### src/rtl/ex_result_buf_if.sv
// ex_result_buf_if -- signal bundle between the EX stage, the EX/MEM result
// buffer and the MEM stage.
//
// Handshake (both sides): a transfer happens on a rising clk edge where
// valid and ready are both 1. A producer holding valid keeps its payload
// stable until that edge. Ready never depends combinationally on the same
// side's valid.
//
// Signals
//   EX side   : ex_valid, ex_ready, ex_pc, ex_inst, inst_shift, inst_word,
//               alu_res, shifter_res, rd_wen, rd_addr, ex_mem_ren,
//               ex_mem_wen, rs2_data
//   control   : flush
//   MEM side  : mem_valid, mem_ready, mem_pc, mem_inst, mem_res, mem_rd_wen,
//               mem_rd_addr, mem_ren, mem_wen, mem_wdata
//   status    : rd_pending (register-pending scoreboard), stall_cnt
//
// The EX-side memory read/write enables carry an ex_ prefix because the MEM
// side presents signals of the same name.
//
// Modports
//   master : the pipeline around the buffer (drives EX inputs, mem_ready)
//   slave  : the buffer itself
interface ex_result_buf_if #(
    parameter int CNT_W = 32
);
    logic             ex_valid;
    logic             ex_ready;
    logic [63:0]      ex_pc;
    logic [31:0]      ex_inst;
    logic             inst_shift;
    logic             inst_word;
    logic [63:0]      alu_res;
    logic [63:0]      shifter_res;
    logic             rd_wen;
    logic [4:0]       rd_addr;
    logic             ex_mem_ren;
    logic             ex_mem_wen;
    logic [63:0]      rs2_data;
    logic             flush;

    logic             mem_valid;
    logic             mem_ready;
    logic [63:0]      mem_pc;
    logic [31:0]      mem_inst;
    logic [63:0]      mem_res;
    logic             mem_rd_wen;
    logic [4:0]       mem_rd_addr;
    logic             mem_ren;
    logic             mem_wen;
    logic [63:0]      mem_wdata;

    logic [31:0]      rd_pending;
    logic [CNT_W-1:0] stall_cnt;

    modport master (
        output ex_valid, ex_pc, ex_inst, inst_shift, inst_word, alu_res,
               shifter_res, rd_wen, rd_addr, ex_mem_ren, ex_mem_wen,
               rs2_data, flush, mem_ready,
        input  ex_ready, mem_valid, mem_pc, mem_inst, mem_res, mem_rd_wen,
               mem_rd_addr, mem_ren, mem_wen, mem_wdata, rd_pending,
               stall_cnt
    );

    modport slave (
        input  ex_valid, ex_pc, ex_inst, inst_shift, inst_word, alu_res,
               shifter_res, rd_wen, rd_addr, ex_mem_ren, ex_mem_wen,
               rs2_data, flush, mem_ready,
        output ex_ready, mem_valid, mem_pc, mem_inst, mem_res, mem_rd_wen,
               mem_rd_addr, mem_ren, mem_wen, mem_wdata, rd_pending,
               stall_cnt
    );
endinterface

### src/rtl/ex_result_buf.sv
// ex_result_buf -- 2-entry EX/MEM result buffer.
//
// Selects the EX result (shifter or ALU, sign-extended from bit 31 for RV64
// *W operations), queues it with the rest of the instruction context in a
// 2-entry FIFO and presents the head to the MEM stage. Also provides a
// register-pending scoreboard over the buffered entries and a saturating
// count of cycles the EX stage was back-pressured.
//
// Ports
//   clk  : sole clock, rising edge
//   rst  : synchronous, active-high reset (overrides flush/push/pop)
//   bus  : ex_result_buf_if.slave -- EX inputs, MEM outputs, flush, status
//
// ex_ready is derived from occupancy only, so there is no combinational
// path from mem_ready to ex_ready. A full buffer accepts again one cycle
// after a pop.
module ex_result_buf #(
    parameter int CNT_W = 32
) (
    input  logic          clk,
    input  logic          rst,
    ex_result_buf_if.slave bus
);

    typedef struct packed {
        logic [63:0] pc;
        logic [31:0] inst;
        logic [63:0] res;
        logic        rd_wen;
        logic [4:0]  rd_addr;
        logic        mem_ren;
        logic        mem_wen;
        logic [63:0] wdata;
    } entry_t;

    entry_t           entry_q [2];
    logic             wr_ptr_q;
    logic             rd_ptr_q;
    logic [1:0]       count_q;
    logic [CNT_W-1:0] stall_q;

    logic             push;
    logic             pop;
    logic             ex_ready;
    logic             mem_valid;
    logic [63:0]      sel_res;
    entry_t           new_entry;
    entry_t           head;
    logic [1:0]       entry_valid;
    logic [31:0]      pending;

    assign ex_ready  = (count_q != 2'd2);
    assign mem_valid = (count_q != 2'd0);
    // A flushed cycle never pushes; a pop in that cycle still completes.
    assign push      = bus.ex_valid & ex_ready & ~bus.flush;
    assign pop       = mem_valid & bus.mem_ready;

    always_comb begin
        sel_res = bus.inst_shift ? bus.shifter_res : bus.alu_res;
        if (bus.inst_word) begin
            sel_res[63:32] = {32{sel_res[31]}};
        end
    end

    always_comb begin
        new_entry         = '0;
        new_entry.pc      = bus.ex_pc;
        new_entry.inst    = bus.ex_inst;
        new_entry.res     = sel_res;
        new_entry.rd_wen  = bus.rd_wen;
        new_entry.rd_addr = bus.rd_addr;
        new_entry.mem_ren = bus.ex_mem_ren;
        new_entry.mem_wen = bus.ex_mem_wen;
        new_entry.wdata   = bus.rs2_data;
    end

    // Slot e holds a live entry when full, or when it is the head of a
    // single-entry buffer.
    always_comb begin
        entry_valid[0] = (count_q == 2'd2) || ((count_q == 2'd1) && (rd_ptr_q == 1'b0));
        entry_valid[1] = (count_q == 2'd2) || ((count_q == 2'd1) && (rd_ptr_q == 1'b1));
    end

    always_comb begin
        pending = '0;
        for (int e = 0; e < 2; e++) begin
            if (entry_valid[e] && entry_q[e].rd_wen) begin
                pending[entry_q[e].rd_addr] = 1'b1;
            end
        end
        // x0 is hardwired to zero and is never a hazard.
        pending[0] = 1'b0;
    end

    always_comb begin
        head = '0;
        if (mem_valid) begin
            head = entry_q[rd_ptr_q];
        end
    end

    always_ff @(posedge clk) begin
        if (rst) begin
            entry_q[0] <= '0;
            entry_q[1] <= '0;
            wr_ptr_q   <= 1'b0;
            rd_ptr_q   <= 1'b0;
            count_q    <= 2'd0;
        end else if (bus.flush) begin
            wr_ptr_q   <= 1'b0;
            rd_ptr_q   <= 1'b0;
            count_q    <= 2'd0;
        end else begin
            if (push) begin
                entry_q[wr_ptr_q] <= new_entry;
                wr_ptr_q          <= ~wr_ptr_q;
            end
            if (pop) begin
                rd_ptr_q <= ~rd_ptr_q;
            end
            case ({push, pop})
                2'b10:   count_q <= count_q + 2'd1;
                2'b01:   count_q <= count_q - 2'd1;
                default: count_q <= count_q;
            endcase
        end
    end

    // Counts independently of flush; only reset clears it.
    always_ff @(posedge clk) begin
        if (rst) begin
            stall_q <= '0;
        end else if (bus.ex_valid && !ex_ready && (stall_q != {CNT_W{1'b1}})) begin
            stall_q <= stall_q + CNT_W'(1);
        end
    end

    assign bus.ex_ready    = ex_ready;
    assign bus.mem_valid   = mem_valid;
    assign bus.mem_pc      = head.pc;
    assign bus.mem_inst    = head.inst;
    assign bus.mem_res     = head.res;
    assign bus.mem_rd_wen  = head.rd_wen;
    assign bus.mem_rd_addr = head.rd_addr;
    assign bus.mem_ren     = head.mem_ren;
    assign bus.mem_wen     = head.mem_wen;
    assign bus.mem_wdata   = head.wdata;
    assign bus.rd_pending  = pending;
    assign bus.stall_cnt   = stall_q;

endmodule

### src/flat_wrapper.sv
// flat-port wrapper written by rule: the top's interface ports become plain ports
module ex_result_buf_flat 
#(
    parameter int CNT_W = 32
)
  (clk, rst, bus_ex_valid, bus_ex_pc, bus_ex_inst, bus_inst_shift, bus_inst_word, bus_alu_res, bus_shifter_res, bus_rd_wen, bus_rd_addr, bus_ex_mem_ren, bus_ex_mem_wen, bus_rs2_data, bus_flush, bus_mem_ready, bus_ex_ready, bus_mem_valid, bus_mem_pc, bus_mem_inst, bus_mem_res, bus_mem_rd_wen, bus_mem_rd_addr, bus_mem_ren, bus_mem_wen, bus_mem_wdata, bus_rd_pending, bus_stall_cnt);
  ex_result_buf_if #(.CNT_W(CNT_W)) bus_i ();
  input  logic clk;
  input  logic rst;
  input wire logic [$bits(bus_i.ex_valid)-1:0] bus_ex_valid;
  input wire logic [$bits(bus_i.ex_pc)-1:0] bus_ex_pc;
  input wire logic [$bits(bus_i.ex_inst)-1:0] bus_ex_inst;
  input wire logic [$bits(bus_i.inst_shift)-1:0] bus_inst_shift;
  input wire logic [$bits(bus_i.inst_word)-1:0] bus_inst_word;
  input wire logic [$bits(bus_i.alu_res)-1:0] bus_alu_res;
  input wire logic [$bits(bus_i.shifter_res)-1:0] bus_shifter_res;
  input wire logic [$bits(bus_i.rd_wen)-1:0] bus_rd_wen;
  input wire logic [$bits(bus_i.rd_addr)-1:0] bus_rd_addr;
  input wire logic [$bits(bus_i.ex_mem_ren)-1:0] bus_ex_mem_ren;
  input wire logic [$bits(bus_i.ex_mem_wen)-1:0] bus_ex_mem_wen;
  input wire logic [$bits(bus_i.rs2_data)-1:0] bus_rs2_data;
  input wire logic [$bits(bus_i.flush)-1:0] bus_flush;
  input wire logic [$bits(bus_i.mem_ready)-1:0] bus_mem_ready;
  output wire logic [$bits(bus_i.ex_ready)-1:0] bus_ex_ready;
  output wire logic [$bits(bus_i.mem_valid)-1:0] bus_mem_valid;
  output wire logic [$bits(bus_i.mem_pc)-1:0] bus_mem_pc;
  output wire logic [$bits(bus_i.mem_inst)-1:0] bus_mem_inst;
  output wire logic [$bits(bus_i.mem_res)-1:0] bus_mem_res;
  output wire logic [$bits(bus_i.mem_rd_wen)-1:0] bus_mem_rd_wen;
  output wire logic [$bits(bus_i.mem_rd_addr)-1:0] bus_mem_rd_addr;
  output wire logic [$bits(bus_i.mem_ren)-1:0] bus_mem_ren;
  output wire logic [$bits(bus_i.mem_wen)-1:0] bus_mem_wen;
  output wire logic [$bits(bus_i.mem_wdata)-1:0] bus_mem_wdata;
  output wire logic [$bits(bus_i.rd_pending)-1:0] bus_rd_pending;
  output wire logic [$bits(bus_i.stall_cnt)-1:0] bus_stall_cnt;
  assign bus_i.ex_valid = bus_ex_valid;
  assign bus_i.ex_pc = bus_ex_pc;
  assign bus_i.ex_inst = bus_ex_inst;
  assign bus_i.inst_shift = bus_inst_shift;
  assign bus_i.inst_word = bus_inst_word;
  assign bus_i.alu_res = bus_alu_res;
  assign bus_i.shifter_res = bus_shifter_res;
  assign bus_i.rd_wen = bus_rd_wen;
  assign bus_i.rd_addr = bus_rd_addr;
  assign bus_i.ex_mem_ren = bus_ex_mem_ren;
  assign bus_i.ex_mem_wen = bus_ex_mem_wen;
  assign bus_i.rs2_data = bus_rs2_data;
  assign bus_i.flush = bus_flush;
  assign bus_i.mem_ready = bus_mem_ready;
  assign bus_ex_ready = bus_i.ex_ready;
  assign bus_mem_valid = bus_i.mem_valid;
  assign bus_mem_pc = bus_i.mem_pc;
  assign bus_mem_inst = bus_i.mem_inst;
  assign bus_mem_res = bus_i.mem_res;
  assign bus_mem_rd_wen = bus_i.mem_rd_wen;
  assign bus_mem_rd_addr = bus_i.mem_rd_addr;
  assign bus_mem_ren = bus_i.mem_ren;
  assign bus_mem_wen = bus_i.mem_wen;
  assign bus_mem_wdata = bus_i.mem_wdata;
  assign bus_rd_pending = bus_i.rd_pending;
  assign bus_stall_cnt = bus_i.stall_cnt;
  ex_result_buf #(.CNT_W(CNT_W)) u_core (.clk(clk), .rst(rst), .bus(bus_i));
endmodule
### config.mk
export PLATFORM = sky130hd
export DESIGN_NAME = ex_result_buf_flat
export DESIGN_NICKNAME = d
export VERILOG_FILES = /design/src/rtl/ex_result_buf_if.sv /design/src/rtl/ex_result_buf.sv /design/src/flat_wrapper.sv
export SDC_FILE = /design/constraint.sdc
export NUM_CORES = 1
export LEC_CHECK = 0
export CORE_AREA = 2 2 231 233
export CTS_BUF_LIST = sky130_fd_sc_hd__clkbuf_8
export CTS_CLUSTER_SIZE = 14
export DETAILED_ROUTE_END_ITERATION = 6
export DIE_AREA = 0 0 233 235
export GPL_ROUTABILITY_DRIVEN = 0
export PLACE_DENSITY = 0.81
export SLEW_MARGIN = 20
export SYNTH_ARGS = -nofsm -noshare
export SYNTH_HDL_FRONTEND = slang
export SYNTH_SLANG_ARGS = --single-unit
### constraint.sdc
create_clock -name clk -period 19.3 [get_ports clk]
set_input_delay 3.86 -clock clk [delete_from_list [all_inputs] [get_ports clk]]
set_output_delay 3.86 -clock clk [all_outputs]
set_load 0.05 [all_outputs]
==> key figures, run 1 <==
STA
  • Unrepaired setup endpoints after global routing: false
  • Post-route minimum period: just under 8 ns
  • Final setup fails: 0
  • Hold WS: a little over 0.5 ns
  • Pin slew with the least headroom to its limit: 1.11 ns
  • Skew final: 0.0265 ns
  • Max-slew violation count: 0
  • Final worst path period share: 0.406
  • Final hold viol count: 0
  • Final WS setup: 11.46 ns
  • Slew headroom: 0.262
  • Total Neg Setup Slack: 0 ns
  • Highest Clock Rate: between 0.1 and 0.15 GHz

Clock tree
  • CTS tree: done
  • Setup Buffers After CTS: 0
  • Clk sinks: 501
  • Clk buf depth: 3
  • Hold_buf cts: 0
  • Clock slew at reported path FFs: around 0.060 ns
  • H-tree levels: 3
  • Worst-Skew Late Latency: 0.65 ns
  • # resized after CTS: 0
  • Clock root buffer: clkbuf_8
  • Inserted Clock Buffers: 81

Worst setup path
  • Crit start category: flop
  • Crit path required time: 15.44 ns
  • Worst Path Max Fanout: 59
  • CP max stage delay: 1.00 ns
  • Critical path type: flop to primary output
  • Setup crit end kind: primary output
  • Worst EP arrival: just under 4 ns
  • Crit-path slowest cell: dfxtp_4
  • CP Buf/Inv Count: 2
  • Critical path's top delay family: buffers and inverters
  • Crit path cell chain: buf_4, mux2i_1, nor2_1, clkdlybuf4s50_1

Detailed routing
  • Vias: 17000
  • Initial DRC count: 1158
  • Pre-antenna DRT Iters: 5
  • Post-DRT Antenna Nets: 0
  • Via density: 5.22
  • Wire per inst: 19.5 um
  • Remaining DRCs: 0
  • DRT Wirelength: roughly 64 mm

Synth
  • Avg Inst Size Synth: between 10 and 15 um^2
  • Yosys warnings: 0
  • Sequential fraction of the synthesis area: 0.630
  • Seq cells post-synth: 501
  • Syn nets: between 2000 and 2500
  • Post-Synthesis Cells: 1920
  • Most used DFF post-synth: edfxtp_1
  • Asr flop ratio synth: 0
  • Synth unique cells: 49
  • Post-synth EDFFs: 464
  • Synthesized area: approximately 23000 um^2

Global routing
  • Largest net degree at the start of global routing: 124
  • First-pass GRT wire length: roughly 95 mm
  • All-Layer GR Usage: 0.225
  • Initial antenna violation count: 18
  • Vias in the first global route: 17100
  • Total grt overflow: 0

Final layout
  • Synthesis-to-layout area growth: 34.9%
  • Design area: between 30000 and 40000 um^2
  • Total Nets Final: 2794
  • Post-route core utilization: 0.601
  • Share of cells above drive strength 1: 0.0576
  • Layout fillers: 4050
  • Register area: 14700 um^2
  • Footprint of the multi-input gates: 8110 um^2

Floorplanning
  • Die height: 235 um
  • Die area: around 55000 um^2
  • Row cnt: 84
  • Initial Util: 0.446
  • I/O pin cnt: 601
  • Core Region: around 52000 um^2
  • Die W: 233 um

Placed design
  • Port Buf Inserts: 599
  • Post-DP Area: 29800 um^2
  • Final HPWL DP: 42.9 mm
  • Setup slack at placement: ~11 ns

Worst hold path
  • HP Class: flop to flop

Run status
  • Run status: finished clean

Pwr
  • P_leak: 10.9 nW
  • Worst IR Drop VDD: around 0.046 mV
  • PwrDens: 79.1 nW/um^2

Job
  • Max_cap viols: 0
cells in the mapped netlist (all sizes together), types with 4 or more instances:
cell	number	area, um^2
edfxtp	464	13900
nor2	376	1410
and2	337	2110
mux2i	264	2640
clkbuf	108	407
dfxtp	37	741
nor2b	35	219
a211oi	32	240
o22ai	31	194
a21oi	27	135
buf	27	110
nand2	26	97.6
or3	26	163
o21ai	21	105
nand3	15	75.1
nand4	12	81.3
inv	10	37.5
nor3	8	50.1
nand3b	7	52.6
or4	7	56.3
o31ai	6	45.0
and3	5	31.3
ha	5	62.6
nor4	4	46.3
or3b	4	35.0
metrics by stage:
stage                     power, mW  std cells
after floorplan                1.50       1920
after global placement         1.63       3090
after detailed placement       1.64       3090
after CTS                      2.51       3238
after global routing           2.57       3251
final                          2.49       3252
cells by family (layout without fill, tap and decap cells):
family	Yosys count	count (layout)	synth area share
other	1	14	0.000161
buffers and inverters	145	776	0.0238
and+or+nand+nor	871	871	0.193
muxes	266	266	0.115
AOI/OAI and AO/OA	125	125	0.0335
xor gates and xnor gates	6	6	0.00226
adders and majority gates	5	5	0.00269
DFF	501	501	0.630
flip-flops by register name, indices dropped and copies added (netlist names), named ones only:
| name | flops |
|---|---|
| u_core.bus.stall_cnt | 32 |
| u_core.wr_ptr_q | 1 |
| u_core.entry_q | 464 |
| u_core.rd_ptr_q | 1 |
| u_core.count_q | 2 |
where the power goes:
group	total, mW	internal [mW]	switching, mW
clock	0.872	0.457	0.416
combinational	0.347	0.136	0.211
sequential	1.27	1.25	0.0193
cell usage in the layout (no fill, tap or decap), types with 4 or more instances in the layout:
cell and count:
a211oi_1 32, a21oi_1 27, and2_1 337, and3_1 5, buf_4 16, clkbuf_8 88
clkdlybuf4s50_1 598, clkinv_1 21, clkinv_2 13, dfxtp_1 36, diode_2 13, edfxtp_1 464
ha_1 4, inv_1 32, mux2i_1 264, nand2_1 24, nand3_1 15, nand3b_1 7
nand4_1 11, nor2_1 375, nor2b_1 35, nor3_1 6, o21ai_0 21, o22ai_1 31
o31ai_1 6, or3_1 26, or3b_2 4, or4_1 6
cell type report:
cell class                      count  share of cell area
Antenna cell                       13             0.00104
Clock buffer                       87              0.0381
Clock inverter                     61              0.0106
Inverter                           10             0.00119
Multi-Input combinational cell   1274               0.258
Sequential cell                   501               0.467
Tap cell                          688              0.0274
Timing Repair Buffer              618               0.196
layer usage:
metal / global-route usage / wire length (um)
met4: 0.121 / 2970
met1: 0.255 / 23000
met3: 0.0568 / 5190
met2: 0.389 / 32300
met5: 0 / 65
path summary, 6_finish.rpt:
path / from / end / slack [ns] / cells after the start
worst min-delay path: u_core.bus.stall_cnt[18] / u_core.bus.stall_cnt[18] / 0.52 / 2
worst max-delay path: flop / bus_mem_wdata[10] / 11.46 / 4
worst min register to register: u_core.bus.stall_cnt[18] / u_core.bus.stall_cnt[18] / 0.52 / 2
worst max register to register: u_core.count_q[0] / u_core.entry_q[0][147] / 14.81 / 7
tightest hold or removal path, cell delays in order (launching register included):
cell     delay [ns]
dfxtp_1        0.34
o21ai_0        0.08
a21oi_1        0.06
No activity file was read; power rests on OpenSTA's default activity.
==> inputs of run 2 (changes only) <==
PLACE_DENSITY = 0.84   (was 0.81)
clock period = 6.9 ns   (was 19.3 ns; I/O delays follow)
==> run 2 against run 1 <==
Net effect:
- register-to-register slack lost 11 ns
- worst setup slack lost 9.3 ns
- hold slack lost 0.0093 ns
- sequential share of layout area shrank 0.13 points
- critical path type unchanged
==> key figures, run 2 (same netlist as run 1, synthesis figures left out) <==
Final layout
  • Commonest cells after routing, fill and taps aside: clkdlybuf4s50_1 (598), edfxtp_1 (464), nor2_1 (375), and2_1 (337), mux2i_1 (264)
  • Max reg flops: 464 (unchanged)
  • Total Nets Final: 2795 (+0.036%)
  • Share of cells above drive strength 1: 0.0574 (-0.000189)
  • Synthesis-to-layout area growth: 35.3%
  • Leading cell type in the layout, fill and taps excluded: clkdlybuf4s50_1
  • Fin cells: 3245 (-0.22%)
  • Layout fillers: 4012 (-0.94%)
  • Most flop-heavy register: u_core.entry_q

STA
  • Unrepaired setup endpoints after global routing: false
  • Max-slew violation count: 0 (unchanged)
  • Final hold viol count: 0 (unchanged)
  • Post-route minimum period: 4.70 ns
  • Final worst path period share: 0.682
  • Skew final: 0.0212 ns (-0.00530 ns)
  • Pin slew with the least headroom to its limit: 0.858 ns (-0.249 ns)
  • Slew headroom: 0.428 (+0.166)
  • Highest Clock Rate: approximately 0.21 GHz
  • Final setup fails: 0 (unchanged)
  • Total Neg Setup Slack: 0 ns (unchanged)

Detailed routing
  • Via density: 5.21 (-0.24%)
  • DRT Wirelength: 62.9 mm (-0.98%)
  • Initial DRC count: 1268 (+9.5%)
  • Remaining DRCs: 0 (unchanged)
  • Vias: 16900 (-0.46%)
  • Pre-antenna DRT Iters: 6 (+1)
  • Post-DRT Antenna Nets: 0 (unchanged)
  • Wire per inst: 19.4 um (-0.77%)

Global routing
  • Largest net degree at the start of global routing: 169 (+36%)
  • Total grt overflow: 0 (unchanged)
  • Initial antenna violation count: 17 (-1)
  • All-Layer GR Usage: 0.225 (-0.000319)
  • Vias in the first global route: 17200 (+0.70%)
  • First-pass GRT wire length: 95.7 mm (+0.92%)

Worst setup path
  • Reg2Reg Setup Slack: 3.72 ns (-11.09 ns)
  • Critical path type: flop to primary output
  • R2R cell count: 6 (-1)
  • Critical path's top delay family: buffers and inverters
  • Worst EP arrival: 3.32 ns (-0.66 ns)
  • Crit start category: flop
  • Worst Path Max Fanout: 109 (+85%)
  • R2R Path Start: u_core.count_q[0]
  • CP Buf/Inv Count: 2 (unchanged)
  • CP endpoint: bus_mem_inst[16]
  • R2r endpoint: u_core.entry_q[1][102]
  • Crit path cell chain: buf_12, mux2i_1, nor2_1, clkdlybuf4s50_1
  • CP max stage delay: 0.85 ns (-0.15 ns)
  • Crit path required time: 5.52 ns (-9.92 ns)
  • Setup crit end kind: primary output
  • Levels on crit path: 4 (unchanged)
  • Crit-path slowest cell: clkdlybuf4s50_1

Clock tree
  • Worst-Skew Late Latency: 0.64 ns (about the same)
  • Hold_buf cts: 0 (unchanged)
  • Setup Buffers After CTS: 0 (unchanged)
  • H-tree levels: 3 (unchanged)
  • Inserted Clock Buffers: 82 (+1.2%)
  • CTS tree: done
  • Clk buf depth: 3 (unchanged)
  • Clk sinks: 501 (unchanged)
  • Clock slew at reported path FFs: 0.07 ns (about the same)
  • Clock root buffer: clkbuf_8
  • # resized after CTS: 0 (unchanged)

Worst hold path
  • HP Class: flop to flop
  • Min-Delay Startpoint: u_core.bus.stall_cnt[23]
  • Hold path cells: 2 (unchanged)

Floorplanning
  • Initial Util: 0.446 (unchanged)
  • Die height: 235 um (unchanged)
  • Die W: 233 um (unchanged)
  • Core Region: 52200 um^2 (unchanged)
  • Die area: 54800 um^2 (unchanged)
  • I/O pin cnt: 601 (unchanged)
  • Row cnt: 84 (unchanged)

Job
  • Max_cap viols: 0 (unchanged)

Placed design
  • Final HPWL DP: 41.7 mm (-2.6%)
  • Placed insts: 3090 (unchanged)
  • Port Buf Inserts: 599 (unchanged)

Run status
  • Run status: finished clean

Pwr
  • P_leak: 11.0 nW (+0.24%)
  • PwrDens: 221 nW/um^2 (+180%)
  • Worst IR Drop VDD: 0.164 mV (+260%)
-- run 2: changes by cell type in the layout (fill, tap and decap cells not counted), sizes merged --
| cell | before | now |
|---|---|---|
| clkbuf | 88 | 90 |
| clkinvlp | 1 | 3 |
| clkinv | 34 | 17 |
| buf | 19 | 20 |
| inv | 33 | 36 |
| diode | 13 | 15 |
-- run 2: worst register-to-register path, cell delays in order (launching register included) --
cell,delay (ns)
dfxtp_1,0.38
inv_1,0.10
ha_1,0.31
nor3b_1,0.46
nand2_1,0.29
nand2b_4,0.66
buf_4,0.59
-- run 2: worst min-delay path by stage --
stage	end
floorplan	u_core.count_q[1]
global placement	u_core.bus.stall_cnt[17]
detailed placement	u_core.bus.stall_cnt[23]
CTS	u_core.bus.stall_cnt[23]
global route	u_core.bus.stall_cnt[23]
finish	u_core.bus.stall_cnt[23]
-- run 2: through the flow --
stage | setup WS, ns | hold WS [ns] | power, mW | area [um^2] | util
2_1_floorplan | 1.09 | 0.497 | 4.15 | 23300 | -
3_3_place_gp | 2.64 | 0.483 | 4.56 | 29900 | 0.573
3_5_place_dp | 2.57 | 0.505 | 4.58 | 29900 | 0.573
4_1_cts | 2.12 | 0.510 | 7.03 | 31400 | 0.602
5_1_grt | 1.93 | 0.530 | 7.22 | 31500 | 0.603
6_report | 2.20 | 0.511 | 6.97 | 31500 | 0.603
-- run 2: report_power, final --
part	leakage (nW)	switching [mW]	total [mW]	internal, mW
combinational	4.95	0.591	0.976	0.385
clock	0.871	1.15	2.45	1.30
sequential	5.14	0.0524	3.54	3.49
-- run 2: cell type report --
| class | instances | area, um^2 | area share |
|---|---|---|---|
| multi-input cells | 1274 | 8110 | 0.257 |
| well taps | 688 | 861 | 0.0273 |
| clock inverters | 49 | 288 | 0.00914 |
| clock buffers | 90 | 1240 | 0.0393 |
| diodes | 15 | 37.5 | 0.00119 |
| flip-flops and latches | 501 | 14700 | 0.466 |
| inverters | 10 | 37.5 | 0.00119 |
| repair buffers | 618 | 6250 | 0.198 |
-- run 2: per-layer routing --
metal | GRT usage | vias to the layer above | routed length, um | part of all wire
met1 | 0.256 | 8065 | 23300 | 0.37
li1 | - | 7916 | - | -
met4 | 0.125 | 4 | 2790 | 0.044
met5 | 0 | - | 30 | 0.00048
met2 | 0.386 | 776 | 31700 | 0.50
met3 | 0.0549 | 150 | 5020 | 0.080
==> inputs of run 3 (changes only) <==
clock period = 4.03 ns   (was 6.9 ns; I/O delays follow)
==> run 3 against run 2 <==
Net effect:
- sequential share of layout area decreased by 0.43 points
- largest cell class unchanged
- clock power is 68% higher
- critical path type unchanged
- cell count rose by 0.86%
==> key figures, run 3 (same netlist as run 1, synthesis figures left out) <==
Worst setup path
  • Crit start category: flop
  • CP max stage delay: 0.56 ns (-0.29 ns)
  • Setup crit end kind: primary output
  • Worst EP arrival: 3.00 ns (-0.32 ns)
  • Crit path cell chain: inv_1, ha_1, o21ai_0, or3_1, o22ai_1, dlygate4sd2_1
  • Crit-path slowest cell: dlygate4sd2_1
  • Critical path type: flop to primary output
  • Worst Path Max Fanout: 8 (-93%)
  • Crit path required time: 3.22 ns (-2.30 ns)

Clock tree
  • Clock slew at reported path FFs: 0.06 ns (about the same)
  • H-tree levels: 3 (unchanged)
  • Worst-Skew Late Latency: 0.63 ns (about the same)
  • Clk buf depth: 3 (unchanged)
  • CTS tree: done
  • Clock root buffer: clkbuf_8
  • Clk sinks: 501 (unchanged)
  • Inserted Clock Buffers: 82 (unchanged)

Pwr
  • Worst IR Drop VDD: 0.219 mV (+34%)
  • PwrDens: 374 nW/um^2 (+69%)
  • P_leak: 11.5 nW (+5.3%)
  • Final Power: 11.9 mW (+71%)

Floorplanning
  • Die W: 233 um (unchanged)
  • Row cnt: 84 (unchanged)
  • Core Region: 52200 um^2 (unchanged)
  • Die area: 54800 um^2 (unchanged)
  • Initial Util: 0.446 (unchanged)
  • I/O pin cnt: 601 (unchanged)
  • Die height: 235 um (unchanged)

Final layout
  • Post-route core utilization: 0.609 (+0.00556)
  • Synthesis-to-layout area growth: 36.5%
  • Leading cell type in the layout, fill and taps excluded: clkdlybuf4s50_1
  • Total Nets Final: 2823 (+1.0%)
  • Share of cells above drive strength 1: 0.0663 (+0.00890)
  • Most flop-heavy register: u_core.entry_q
  • Commonest cells after routing, fill and taps aside: clkdlybuf4s50_1 (567), edfxtp_1 (464), nor2_1 (375), and2_1 (337), mux2i_1 (264)
  • Max reg flops: 464 (unchanged)

Worst hold path
  • HP Class: flop to flop

Global routing
  • Total grt overflow: 0 (unchanged)
  • All-Layer GR Usage: 0.230 (+0.00471)
  • Vias in the first global route: 17400 (+1.3%)
  • First-pass GRT wire length: 97.4 mm (+1.7%)
  • Largest net degree at the start of global routing: 111 (-34%)
  • Initial antenna violation count: 8 (-9)

Placed design
  • Setup slack at placement: 0.649 ns (-1.93 ns)
  • Final HPWL DP: 44.5 mm (+6.6%)
  • Port Buf Inserts: 599 (unchanged)

Job
  • Max_cap viols: 0 (unchanged)

Detailed routing
  • Via density: 5.28 (+1.3%)
  • Post-DRT Antenna Nets: 0 (unchanged)
  • Wire per inst: 19.8 um (+2.1%)
  • Pre-antenna DRT Iters: 6 (unchanged)
  • Initial DRC count: 1155 (-8.9%)
  • DRT Wirelength: 64.8 mm (+3.0%)
  • Remaining DRCs: 0 (unchanged)
  • Vias: 17300 (+2.1%)

STA
  • Skew final: 0.0180 ns (-0.00328 ns)
  • Final hold viol count: 0 (unchanged)
  • Total Neg Setup Slack: 0 ns (unchanged)
  • Hold WS: 0.523 ns (+0.0128 ns)
  • Highest Clock Rate: about 0.26 GHz
  • Slew headroom: 0.451 (+0.0226)
  • Final setup fails: 0 (unchanged)
  • Post-route minimum period: 3.80 ns
  • Max-slew violation count: 0 (unchanged)
  • Unrepaired setup endpoints after global routing: false
  • Final WS setup: 0.227 ns (-1.97 ns)
  • Pin slew with the least headroom to its limit: 0.819 ns (-0.0388 ns)
  • Final worst path period share: 0.944

Run status
  • Run status: finished clean
-- run 3: cell count changes in the layout (fill, tap and decap cells not counted), moves of 8 or more --
cell | before | now
buf_4 | 11 | 31
dlymetal6s2s_1 | 0 | 17
dlygate4sd2_1 | 0 | 14
diode_2 | 15 | 7
clkdlybuf4s50_1 | 598 | 567
buf_12 | 9 | 17
-- run 3: power breakdown --
part / internal (mW) / total, mW / switching (mW)
logic: 0.685 / 1.70 / 1.02
registers: 5.97 / 6.07 / 0.0944
clock network: 2.13 / 4.12 / 1.99
-- run 3: cell type report --
| cell class | count | area (um^2) |
|---|---|---|
| Antenna cell | 7 | 17.5 |
| Tap cell | 688 | 861 |
| Timing Repair Buffer | 646 | 6580 |
| Clock inverter | 63 | 339 |
| Fill cell | 3977 | 20400 |
| Sequential cell | 501 | 14700 |
| Multi-Input combinational cell | 1274 | 8120 |
| Clock buffer | 84 | 1160 |
| Inverter | 10 | 37.5 |
-- run 3: metrics by stage --
stage	instances	area [um^2]
after floorplan	1920	23300
after global placement	3119	30300
after detailed placement	3119	30300
after CTS	3266	31700
after global routing	3272	31800
final	3273	31800
-- run 3: routing by layer --
| layer | GRT usage | vias to the layer above | part of all wire |
|---|---|---|---|
| met5 | 0 | - | 0.00040 |
| met4 | 0.0990 | 4 | 0.035 |
| met3 | 0.0579 | 164 | 0.087 |
| met2 | 0.394 | 834 | 0.50 |
| met1 | 0.272 | 8280 | 0.37 |
| li1 | - | 7992 | - |
-- run 3: timing repair --
item,4_1_cts,5_1_grt
buffers inserted,0,0
hold endpoints to repair,0,0
gates cloned,0,0
setup endpoints to repair,14,17
resized for setup,14,17
hold buffers,0,0
-- run 3: final timing paths --
kind | depth (start not counted) | slack (ns) | start | end
worst max-delay path | 6 | 0.23 | u_core.count_q[0] | bus_rd_pending[24]
worst max register to register | 7 | 1.50 | u_core.count_q[0] | u_core.bus.stall_cnt[25]
worst min register to register | 2 | 0.52 | u_core.bus.stall_cnt[27] | u_core.bus.stall_cnt[27]
worst min-delay path | 2 | 0.52 | u_core.bus.stall_cnt[27] | u_core.bus.stall_cnt[27]
-- run 3: critical path, delay by kind of cell (launching register included) --
family | cells | cell delay, ns
adder cells (fa/ha/maj) | 1 | 0.38
buffers and inverters | 2 | 0.69
flip-flops | 1 | 0.34
AO/OA/AOI/OAI | 2 | 0.48
AND/OR/NAND/NOR | 1 | 0.48
